[src/rtl/unidad_busqueda.sv]
// -----------------------------------------------------------------------------
// unidad_busqueda -- instruction fetch unit
//
// Holds the program counter and fetches one 32-bit word at a time from
// instruction memory over a req/ack handshake. Each fetched word is handed to
// decode over a valid/ready handshake. Taken branches and jumps from the
// control path redirect the PC. A word that was already requested when the
// redirect arrived is discarded when it comes back.
//
// Ports
//   clk, rst_n                 clock (rising edge), asynchronous active-low reset
//   imem_req/imem_addr         fetch request and word address (bits [1:0] = 0)
//   imem_ack/imem_rdata        memory response; rdata is ignored without ack
//   inst_valid/inst_ready      decode handshake
//   inst/inst_opcode/inst_pc4  held instruction, its opcode field, its address + 4
//   branch_taken/branch_target taken-branch redirect
//   jump/jump_index            J-format redirect; target uses inst_pc4[31:28]
// -----------------------------------------------------------------------------
module unidad_busqueda #(
   parameter logic [31:0] RESET_PC = 32'h0000_0000
) (
   input  logic        clk,
   input  logic        rst_n,
   output logic        imem_req,
   output logic [31:0] imem_addr,
   input  logic        imem_ack,
   input  logic [31:0] imem_rdata,
   output logic        inst_valid,
   input  logic        inst_ready,
   output logic [31:0] inst,
   output logic [5:0]  inst_opcode,
   output logic [31:0] inst_pc4,
   input  logic        branch_taken,
   input  logic [31:0] branch_target,
   input  logic        jump,
   input  logic [25:0] jump_index
);

   localparam logic [31:0] RESET_PC_ALIGNED = {RESET_PC[31:2], 2'b00};

   typedef enum logic {
      FETCH = 1'b0,
      HOLD  = 1'b1
   } state_t;

   state_t      state_q, state_d;
   logic [31:0] pc_q, pc_d;
   logic [31:0] addr_q, addr_d;
   logic        req_q, req_d;
   logic        kill_q, kill_d;
   logic        valid_q, valid_d;
   logic [31:0] inst_q, inst_d;
   logic [31:0] pc4_q, pc4_d;

   logic        redirect;
   logic [31:0] target;
   logic [31:0] pc_plus4;
   logic        fetch_ack;

   assign redirect  = branch_taken | jump;
   // Jump has priority over a simultaneous taken branch.
   assign target    = jump ? {pc4_q[31:28], jump_index, 2'b00}
                           : {branch_target[31:2], 2'b00};
   assign pc_plus4  = pc_q + 32'd4;
   // An ack only counts while a request is actually on the bus.
   assign fetch_ack = req_q & imem_ack;

   always_comb begin
      state_d = state_q;
      pc_d    = pc_q;
      kill_d  = kill_q;
      valid_d = valid_q;
      inst_d  = inst_q;
      pc4_d   = pc4_q;

      case (state_q)
         FETCH: begin
            if (fetch_ack) begin
               if (redirect) begin
                  // Word arrives together with a redirect: drop it, fetch target.
                  pc_d   = target;
                  kill_d = 1'b0;
               end else if (kill_q) begin
                  // Stale word from before an earlier redirect.
                  kill_d = 1'b0;
               end else begin
                  inst_d  = imem_rdata;
                  pc4_d   = pc_plus4;
                  pc_d    = pc_plus4;
                  valid_d = 1'b1;
                  state_d = HOLD;
               end
            end else if (redirect) begin
               pc_d = target;
               // The outstanding request cannot be retracted; mark its word
               // for discard. With no request yet on the bus nothing is stale.
               kill_d = req_q;
            end
         end
         HOLD: begin
            if (redirect) begin
               // Accept (if ready) completes anyway; the held word is dropped.
               pc_d    = target;
               valid_d = 1'b0;
               state_d = FETCH;
            end else if (inst_ready) begin
               valid_d = 1'b0;
               state_d = FETCH;
            end
         end
         default: state_d = FETCH;
      endcase

      req_d  = (state_d == FETCH);
      // Address is frozen while a request waits for its ack; otherwise it
      // follows the PC so the next request goes out with the right address.
      addr_d = (req_q && !imem_ack) ? addr_q : pc_d;
   end

   always_ff @(posedge clk or negedge rst_n) begin
      if (!rst_n) begin
         state_q <= FETCH;
         pc_q    <= RESET_PC_ALIGNED;
         addr_q  <= RESET_PC_ALIGNED;
         req_q   <= 1'b0;
         kill_q  <= 1'b0;
         valid_q <= 1'b0;
         inst_q  <= 32'd0;
         pc4_q   <= 32'd0;
      end else begin
         state_q <= state_d;
         pc_q    <= pc_d;
         addr_q  <= addr_d;
         req_q   <= req_d;
         kill_q  <= kill_d;
         valid_q <= valid_d;
         inst_q  <= inst_d;
         pc4_q   <= pc4_d;
      end
   end

   assign imem_req    = req_q;
   assign imem_addr   = addr_q;
   assign inst_valid  = valid_q;
   assign inst        = inst_q;
   assign inst_opcode = inst_q[31:26];
   assign inst_pc4    = pc4_q;

endmodule

[config.mk]
export PLATFORM = sky130hd
export DESIGN_NAME = unidad_busqueda
export DESIGN_NICKNAME = d
export VERILOG_FILES = /design/src/rtl/unidad_busqueda.sv
export SDC_FILE = /design/constraint.sdc
export NUM_CORES = 1
export LEC_CHECK = 0
export ABC_CLOCK_PERIOD_IN_PS = 3230
export BUFFER_PORTS_ARGS = -buffer_cell sky130_fd_sc_hd__buf_2
export CAP_MARGIN = 20
export CORE_MARGIN = 4
export CORE_UTILIZATION = 45
export DETAILED_ROUTE_END_ITERATION = 12
export PLACE_DENSITY = 0.78
export SKIP_LAST_GASP = 1
export SYNTH_ARGS = -nofsm -noshare
export SYNTH_HDL_FRONTEND = slang
export SYNTH_SLANG_ARGS = --single-unit
[constraint.sdc]
create_clock -name clk -period 3.23 [get_ports clk]
set_clock_uncertainty 0.15 [all_clocks]
set_input_delay 0.1615 -clock clk [delete_from_list [all_inputs] [get_ports clk]]
set_output_delay 0.1615 -clock clk [all_outputs]
set_load 0.005 [all_outputs]
==> out/results.txt, run 1 <==
DP HPWL: 13900 um
maximum vdd drop: 0.310 mV
first-pass GRT wire length: 32800 um
Compound-Gate Fraction of Synth Area: 12.7%
Final ANT Viol Nets: 0
number of synthesized flops with an enable pin: 0
Total GRT Usage: 25.2%
# nets final: 1056
post-route worst setup slack: 365 ps
RSZ-0062 raised after global routing: no
largest net degree at the start of global routing: 78
Hold Crit Class: primary input to flop
wire per inst: 18.2 um
Die Y: 129 um
fin util: 64.4%
Place WS: 802 ps
library cells used by synthesis: 61
drt drc: 0
Post-Synth Adder-Cell Area: 0.190%
cell taking the most area after synthesis: dfrtp_1
mux share of post-synthesis cell area: 3.78%
die width: 129 um
Clock transition at path regs: 60 ps
Final Critical Period: 2870 ps
FMAX: 349 MHz
drt total wl: 21000 um
Critical-path top delay cell: or4_4
Post-Syn Nets: 805
DR iter-0 viols: 663
CTS buffer count: 17
clock root buffer: clkbuf_16
Startpoint Class: flop
Post-Synthesis Cells: 708
post-synth top area share: 50.1%
top area cells in the synthesized netlist: dfrtp_1 50%, nand2_1 9.6%, xnor2_1 4.7%, o21ai_0 4.4%, mux2_2 3.2%
vias in the first global route: 6234
initial antenna violation count: 0
area share of and/or/nand/nor cells after synthesis: 21.2%
Area growth, synth to finish: 37.7%
Detailed Routing Iterations Pass 1: 5
FFs w/ async S/R, synth: 100%
final setup fails: 0
H-tree levels: 4
#FFs+latches synth: 132
CP bufs+invs: 1
aggregate negative setup slack: 0 ps
post-synthesis sequential area ratio: 50.1%
Resized cells post-CTS: 0
status: complete, no violations
layout cell share with drive strength beyond 1: 28.5%
GPL Wtd Cong: 0.934
XOR/XNOR Fraction of Synth Area: 6.91%
Sink Count: 132
Initial Utilization: 46.8%
CP arrival: 3080 ps
later-pin clock latency in the skew report: 420 ps
row count: 43
Final Cycle Share: 88.7%
number of port buffers: 197
Critical Path End Type: flop
core area: 14100 um^2
Post-synth top cells: 169 x nand2_1, 132 x dfrtp_1, 58 x o21ai_0, 37 x clkbuf_1, 35 x xnor2_1
cell family with most CP delay: simple AND/OR/NAND/NOR gates
Synth warnings: 0
combinational family with the most area after synthesis: simple AND/OR/NAND/NOR gates
Max-Cap Viols: 0
cells along the critical path: ha_1 > nand3_4 > or4_4 > or4_1 > o211ai_2 > dlygate4sd3_1
maximum clock path buffer count: 2
Most used DFF post-synth: dfrtp_1
Leak: 0.00424 uW
total grt overflow: 0
Slew Limit Headroom: 49.6%
Final Hold Fails: 0
max-slew violation count: 0
I/O Pins: 200
PwrDens: 592 nW/um^2
Die ar.: 16600 um^2
CTS tree: yes
Req. time, crit path: 3440 ps
average cell area after synthesis: 9.31 um^2
routed via count: 6419
Cell Area, Synth: 6590 um^2
Worst path max stage delay: 590 ps
vias per cell: 5.57
Worst Max-Slew Pin Slew: 756 ps
count leader, synth: nand2_1
critical path class: flop to flop
CP max FO: 8
==> tightest hold or removal path, cell delays in order <==
cell and delay [ps]:
buf_2 140, a21oi_1 120, o22a_1 130
==> registers in the layout, summed over array words and instances (netlist names) <==
signal and count:
inst_pc4 32, state_q 1, kill_q 1, inst 32, imem_req 1, imem_addr 32
pc_q 32, inst_valid 1
==> cell type report <==
cell class              instances  area (um^2)
clock inverters                14          161
flip-flops and latches        132         3300
repair buffers                297         1970
multi-input cells             506         2960
well taps                     180          225
fillers                      1140         5020
diodes                          1         2.50
clock buffers                  18          439
inverters                       5         18.8
==> layout by cell type (no fill, tap or decap), drive strengths merged, types with 6 or more instances in the layout <==
| cell | count |
|---|---|
| buf | 212 |
| a21oi | 20 |
| mux2 | 20 |
| xnor2 | 35 |
| o22ai | 8 |
| clkbuf | 18 |
| nor2b | 6 |
| nand2 | 169 |
| clkinv | 6 |
| xor2 | 17 |
| nand3 | 16 |
| dlygate4sd3 | 85 |
| nor3 | 13 |
| a22oi | 12 |
| nor4 | 17 |
| nand4 | 15 |
| dfrtp | 132 |
| o21ai | 59 |
| nor2 | 28 |
| o211ai | 6 |
==> final timing paths <==
check | startpoint | endpoint | slack [ps] | cells after the start
setup / recovery | pc_q[2] | pc_q[22] | 360 | 6
hold / removal | imem_ack | kill_q | 20 | 3
setup reg to reg | pc_q[2] | pc_q[22] | 360 | 6
hold reg to reg | inst[12] | inst[12] | 320 | 2
max in group asynchronous | rst_n | inst_pc4[12] | 2020 | 3
min in group asynchronous | rst_n | inst_pc4[29] | 180 | 2
==> repair_timing <==
action                    CTS  global route
hold buffers               85             0
buffers inserted            0             0
hold endpoints to repair  146             0
==> through the flow <==
stage	instance area [um^2]	hold slack [ps]	total power (uW)	instances
2_1_floorplan	6590	-284	2780	708
3_3_place_gp	7620	93.1	3290	1035
3_5_place_dp	7620	93.5	3330	1035
4_1_cts	9070	0.561	5380	1152
5_1_grt	9070	30.5	5640	1152
6_report	9080	17.9	5370	1153
==> logic make-up (layout without fill, tap and decap cells) <==
group,count (synthesis),in the layout
and+or+nand+nor,296,296
xor gates and xnor gates,52,52
buffers and inverters,70,334
DFF,132,132
muxes,22,22
AOI/OAI and AO/OA,135,135
other,0,1
adders and majority gates,1,1
==> power by group <==
group | internal (uW) | switching (uW) | leakage, uW
sequential | 1990 | 260 | 0.00163
clock | 1220 | 730 | 0.000283
combinational | 579 | 589 | 0.00233
total | 3790 | 1580 | 0.00424
==> per-layer routing <==
metal	wire length, um	global-route usage, %	up-vias
met5	0	0	-
met4	797	11.7	0
met2	9910	39.0	342
li1	-	-	2959
met3	1640	5.44	60
met1	8650	34.0	3058
Power figures use the tool's default switching activity.
==> run 2: changes to the inputs <==
- ABC_AREA: not set -> 1
- PLACE_DENSITY: 0.78 -> 0.79
==> run 2 against run 1 <==
Compared with the run above: synthesized area decreased by 1.8%; total power decreased by 0.47%; via count increased by 1.2%; count of clock-buffer cells in the layout unchanged; register-to-register slack improved by 550 ps; fmax increased by 24%; worst hold slack improved by 8.7 ps; sequential share of layout area increased by 0.87 points; critical path type unchanged; worst setup slack improved by 550 ps; final area decreased by 2.3%; largest cell class unchanged; cell count increased by 9.1%.
==> out/results.txt, run 2 <==
Worst Max-Slew Pin Slew: 784 ps (+27.6 ps)
max-slew violation count: 0 (unchanged)
final setup fails: 0 (unchanged)
CP arrival: 2460 ps (-620 ps)
status: complete, no violations
postcts setup bufs: 0 (unchanged)
core area: 14000 um^2 (-0.76%)
Critical Path End Type: flop
HP Start: branch_target[13]
Post-Syn Nets: 903 (+12%)
Total GRT Usage: 25.7% (+0.50 points)
area share of and/or/nand/nor cells after synthesis: 31.9% (+11 points)
Cell Area, Synth: 6470 um^2 (-1.8%)
cell taking the most area after synthesis: dfrtp_1
vias per cell: 5.16 (-7.3%)
DR iter-0 viols: 582 (-12%)
top area cells in the synthesized netlist: dfrtp_1 51%, nand2_1 20%, nor2_1 3.7%, a21oi_1 2.4%, nand3_1 2.3%
CP Capture Point: inst[8]
Critical path origin: imem_req
CTS tree: yes
average cell area after synthesis: 8.03 um^2 (-14%)
Area growth, synth to finish: 37.0%
mux share of post-synthesis cell area: 0.155% (-3.6 points)
total grt overflow: 0 (unchanged)
combinational family with the most area after synthesis: simple AND/OR/NAND/NOR gates
H-tree levels: 4 (unchanged)
maximum vdd drop: 0.400 mV (+29%)
I/O Pins: 200 (unchanged)
Reg2Reg Depth: 8 (+2)
CP max FO: 27 (+19)
XOR/XNOR Fraction of Synth Area: 1.08% (-5.8 points)
Final Critical Period: 2310 ps (-554 ps)
Final Hold Fails: 0 (unchanged)
Fill cells: 1159 (+1.7%)
Multi-input gate area: 2770 um^2 (-6.3%)
Post-synth top cells: 349 x nand2_1, 132 x dfrtp_1, 64 x nor2_1, 37 x inv_1, 31 x a21oi_1
vias in the first global route: 6507 (+4.4%)
# nets final: 1163 (+10%)
drt total wl: 20700 um (-1.5%)
FFs w/ async S/R, synth: 100% (unchanged)
row count: 43 (unchanged)
Synth warnings: 0 (unchanged)
Critical R2R Capture: inst[8]
DP HPWL: 13700 um (-1.6%)
post-synth top area share: 51.1% (+0.93 points)
routed via count: 6494 (+1.2%)
Die Y: 128 um (-0.86%)
Startpoint Class: flop
RSZ-0062 raised after global routing: no
Final ANT Viol Nets: 0 (unchanged)
Clock transition at path regs: 60 ps (about the same)
WHS: 26.6 ps (+8.65 ps)
#FFs+latches synth: 132 (unchanged)
maximum clock path buffer count: 2 (unchanged)
post-synthesis sequential area ratio: 51.1% (+0.93 points)
layout cell share with drive strength beyond 1: 25.5% (-3.0 points)
Worst R2R Setup Slack: 920 ps (+550 ps)
FMAX: 433 MHz (+24%)
Detailed Routing Iterations Pass 1: 5 (unchanged)
number of synthesized flops with an enable pin: 0 (unchanged)
GPL Wtd Cong: 0.904 (-3.3%)
Post-Synthesis Cells: 806 (+14%)
R2R Path Start: imem_req
first-pass GRT wire length: 32900 um (+0.36%)
largest net degree at the start of global routing: 85 (+9.0%)
Most used DFF post-synth: dfrtp_1
Post-Synth Adder-Cell Area: 0.193% (+0.0035 points)
PwrDens: 603 nW/um^2 (+1.9%)
Max-Cap Viols: 0 (unchanged)
critical path class: flop to flop
wire per inst: 16.4 um (-9.7%)
later-pin clock latency in the skew report: 430 ps (about the same)
commonest cells after routing, fill and taps aside: 349 x nand2_1, 196 x buf_2, 132 x dfrtp_1, 75 x dlygate4sd3_1, 63 x nor2_1
Req. time, crit path: 3380 ps (-60 ps)
ANT cells: 0 (-1)
library cells used by synthesis: 36 (-41%)
CTS buffer count: 17 (unchanged)
commonest non-fill, non-tap cell in the layout: nand2_1
die width: 128 um (-0.86%)
register area: 3300 um^2 (unchanged)
Compound-Gate Fraction of Synth Area: 9.48% (-3.2 points)
clock root buffer: clkbuf_16
initial antenna violation count: 1 (+1)
Leak: 0.00464 uW (+9.5%)
Initial Utilization: 46.3% (-0.50 points)
drt drc: 0 (unchanged)
Sink Count: 132 (unchanged)
number of port buffers: 197 (unchanged)
Final Cycle Share: 71.6% (-17 points)
Die ar.: 16400 um^2 (-1.7%)
aggregate negative setup slack: 0 ps (unchanged)
Hold Crit Class: primary input to flop
Slew Limit Headroom: 47.7% (-1.8 points)
count leader, synth: nand2_1
==> run 2: cell types whose count changed after synthesis, sizes merged, moves of 20 or more <==
cell | previous run | this run
mux2 | 20 | 0
nand2 | 169 | 360
inv | 5 | 41
xnor2 | 35 | 2
clkbuf | 38 | 5
o21ai | 59 | 17
nor2 | 28 | 84
==> run 2: worst min path at each step <==
stage / end / cells after the start
after floorplan: imem_addr[0] / 0
after global placement: inst_pc4[11] / 1
after detailed placement: imem_addr[12] / 1
after CTS: pc_q[25] / 5
after global routing: pc_q[25] / 5
final: pc_q[13] / 5
==> run 2: per-layer routing <==
metal / wire (um) / global-route usage, % / up-vias
met4: 585 / 9.93 / 2
met3: 1840 / 8.25 / 41
met2: 10000 / 42.3 / 326
li1: - / - / 3096
met1: 8210 / 31.4 / 3029
met5: 7 / 0 / -
==> run 2: final cells by class <==
| type | count | share of cell area, % |
|---|---|---|
| clock inverters | 13 | 1.68 |
| flip-flops and latches | 132 | 37.3 |
| repair buffers | 279 | 20.5 |
| clock buffers | 18 | 4.95 |
| inverters | 42 | 1.78 |
| well taps | 180 | 2.54 |
| multi-input cells | 594 | 31.2 |
==> run 2: repair_timing <==
item                                   CTS  global route
endpoints found under the hold margin  156             0
gates resized for setup                  0             0
hold buffers                            75             0
==> run 2: critical path: stages, from the launching register on <==
cell	delay, ps
dfrtp_1	360
nand2_1	120
nor2_4	180
nand2_4	230
nor2_8	410
inv_2	240
buf_4	280
nand2_1	100
nand2_1	80
==> run 2: where the power goes <==
group	switching (uW)	total, uW	internal, uW
Combinational	638	1180	539
Sequential	245	2240	1990
Clock	769	1930	1160
==> run 2: cells by family (layout without fill, tap and decap cells) <==
group           count (synthesis)  after routing
xor+xnor                        8              8
fa+ha+maj                       1              1
simple gates                  485            485
compound gates                 99             99
buf+inv                        80            352
mux                             1              1
flops                         132            132
==> run 2: stage by stage <==
stage               power (uW)  instances  setup WS (ps)  util, %  instance area, um^2
finish                    5350       1258            918     63.4                 8860
global route              5630       1258            757     63.4                 8860
CTS                       5360       1258            929     63.4                 8860
detailed placement        3340       1152            805     53.8                 7530
global placement          3310       1152            861     53.8                 7530
floorplan                 2790        806           1570        -                 6470
==> run 3: changes to the inputs <==
- ABC_CLOCK_PERIOD_IN_PS: 3230 -> 2200
- clock period: 3.23 -> 2.2 ns (I/O delays scaled with it)
==> run 3 against run 2 <==
Compared with the run above: worst setup slack got worse by 800 ps; first-iteration DRC count fell by 7.6%; sequential cell count did not move; count of clock-buffer cells in the layout rose by 1; largest cell class unchanged; highest routed layer is now met4.
==> out/results.txt, run 3 (same netlist as run 2, synthesis figures left out) <==
commonest non-fill, non-tap cell in the layout: nand2_1
Worst R2R Setup Slack: 120 ps (-800 ps)
aggregate negative setup slack: 0 ps (unchanged)
largest net degree at the start of global routing: 64 (-25%)
Initial Utilization: 46.3% (unchanged)
Detailed Routing Iterations Pass 1: 5 (unchanged)
Leak: 0.00474 uW (+2.2%)
die width: 128 um (unchanged)
I/O Pins: 200 (unchanged)
final setup fails: 0 (unchanged)
Clock transition at path regs: 60 ps (about the same)
hold path cells: 5 (unchanged)
status: complete, no violations
Die ar.: 16400 um^2 (unchanged)
register share of total power: 42.2% (+0.4 points)
CP max FO: 24 (-11%)
Comb pwr share: 22.9% (+0.9 points)
Sink Count: 132 (unchanged)
Hold Crit Class: primary input to flop
Final Critical Period: 2080 ps (-228 ps)
vias per cell: 5.21 (+0.94%)
Final Hold Fails: 0 (unchanged)
Critical Path End Type: flop
Reg2Reg Depth: 9 (+1)
clock root buffer: clkbuf_16
HP Start: jump_index[21]
WHS: 20.4 ps (-6.14 ps)
Die Y: 128 um (unchanged)
maximum vdd drop: 0.809 mV (+100%)
Max-Cap Viols: 0 (unchanged)
Net Sw Frac: 31.4% (+0.45 points)
wire per inst: 16.7 um (+1.5%)
CP arrival: 2240 ps (-220 ps)
Final ANT Viol Nets: 0 (unchanged)
Req. time, crit path: 2360 ps (-1020 ps)
H-tree levels: 4 (unchanged)
core area: 14000 um^2 (unchanged)
DP HPWL: 13900 um (+1.2%)
Final Cycle Share: 94.7% (+23 points)
PwrDens: 859 nW/um^2 (+43%)
Fill cells: 1149 (-0.86%)
Worst Hold Endpoint: pc_q[23]
FMAX: 480 MHz (+11%)
initial antenna violation count: 0 (-1)
Area growth, synth to finish: 40.3%
later-pin clock latency in the skew report: 430 ps (about the same)
number of port buffers: 197 (unchanged)
CTS buffer count: 17 (unchanged)
GPL Wtd Cong: 0.933 (+3.2%)
row count: 43 (unchanged)
# nets final: 1186 (+2.0%)
Total GRT Usage: 26.7% (+0.99 points)
Worst Max-Slew Pin Slew: 691 ps (-93.1 ps)
routed via count: 6680 (+2.9%)
first-pass GRT wire length: 33900 um (+3.1%)
Critical R2R Capture: imem_addr[26]
DR iter-0 viols: 538 (-7.6%)
ANT cells: 0 (unchanged)
layout cell share with drive strength beyond 1: 26.3% (+0.81 points)
R2R Path Start: imem_req
Clock power frac: 34.9% (-1.2 points)
RSZ-0062 raised after global routing: no
critical path class: flop to flop
net switching power: 2450 uW (+48%)
vias in the first global route: 6670 (+2.5%)
commonest cells after routing, fill and taps aside: 348 x nand2_1, 196 x buf_2, 132 x dfrtp_1, 85 x dlygate4sd3_1, 63 x nor2_1
Slew Limit Headroom: 53.9% (+6.1 points)
CTS tree: yes
drt drc: 0 (unchanged)
Startpoint Class: flop
maximum clock path buffer count: 2 (unchanged)
total grt overflow: 0 (unchanged)
max-slew violation count: 0 (unchanged)
cell internal pwr: 5360 uW (+45%)
drt total wl: 21400 um (+3.4%)
[run 3: final cells by class]
class	instances	area (um^2)	share of cell area (%)
repair buffers	302	2050	22.5
inverters	42	158	1.74
clock buffers	19	443	4.88
clock inverters	13	126	1.39
multi-input cells	594	2780	30.6
flip-flops and latches	132	3300	36.4
well taps	180	225	2.48
[run 3: power groups by stage]
stage,combinational [uW],clock [uW],sequential (uW)
final,1790,2720,3290
after floorplan,797,0,3300
after detailed placement,1630,0,3290
after global placement,1580,0,3290
after CTS,1760,2750,3270
after global routing,2010,2860,3350
[run 3: through the flow]
stage / util [%] / total power [uW] / cells / setup WS (ps) / cell area (um^2)
floorplan: - / 4100 / 806 / 540 / 6470
global placement: 54.5 / 4870 / 1164 / 334 / 7630
detailed placement: 54.5 / 4920 / 1164 / 272 / 7630
CTS: 64.6 / 7780 / 1280 / 56.6 / 9040
global route: 64.9 / 8220 / 1282 / 1.19 / 9080
finish: 64.9 / 7800 / 1282 / 116 / 9080
[run 3: layer usage]
metal  track usage, %  vias to the layer above  routed length [um]  part of all wire, %
met1             32.5                     3117                8460                   40
met3             8.71                       64                2020                  9.5
met4             11.9                        0                 725                  3.4
met5                0                        -                   0                    0
met2             43.3                      353               10200                   48
li1                 -                     3146                   -                    -
[run 3: worst max-delay path by stage]
stage	start	slack, ps	depth (start not counted)	end
4_1_cts	imem_req	60	9	imem_addr[25]
3_5_place_dp	pc_q[2]	270	12	imem_addr[20]
6_report	imem_req	120	9	imem_addr[26]
3_3_place_gp	pc_q[2]	330	12	imem_addr[20]
2_1_floorplan	pc_q[2]	540	12	imem_addr[22]
5_1_grt	imem_req	1	9	imem_addr[26]
[run 3: what timing repair did]
item	4_1_cts	5_1_grt
endpoints found under the setup margin	0	4
hold buffers	84	1
gates resized for setup	0	3
setup buffers	0	1
hold endpoints to repair	208	1
[run 3: worst max-delay path, cell delays in order (launching register included)]
cell	delay, ps
dfrtp_1	370
nand2_2	90
nor2_4	170
nand2_4	90
buf_6	190
o211ai_1	110
dlygate4sd3_1	600
nand2_2	60
nand2_1	50
nand2_1	60
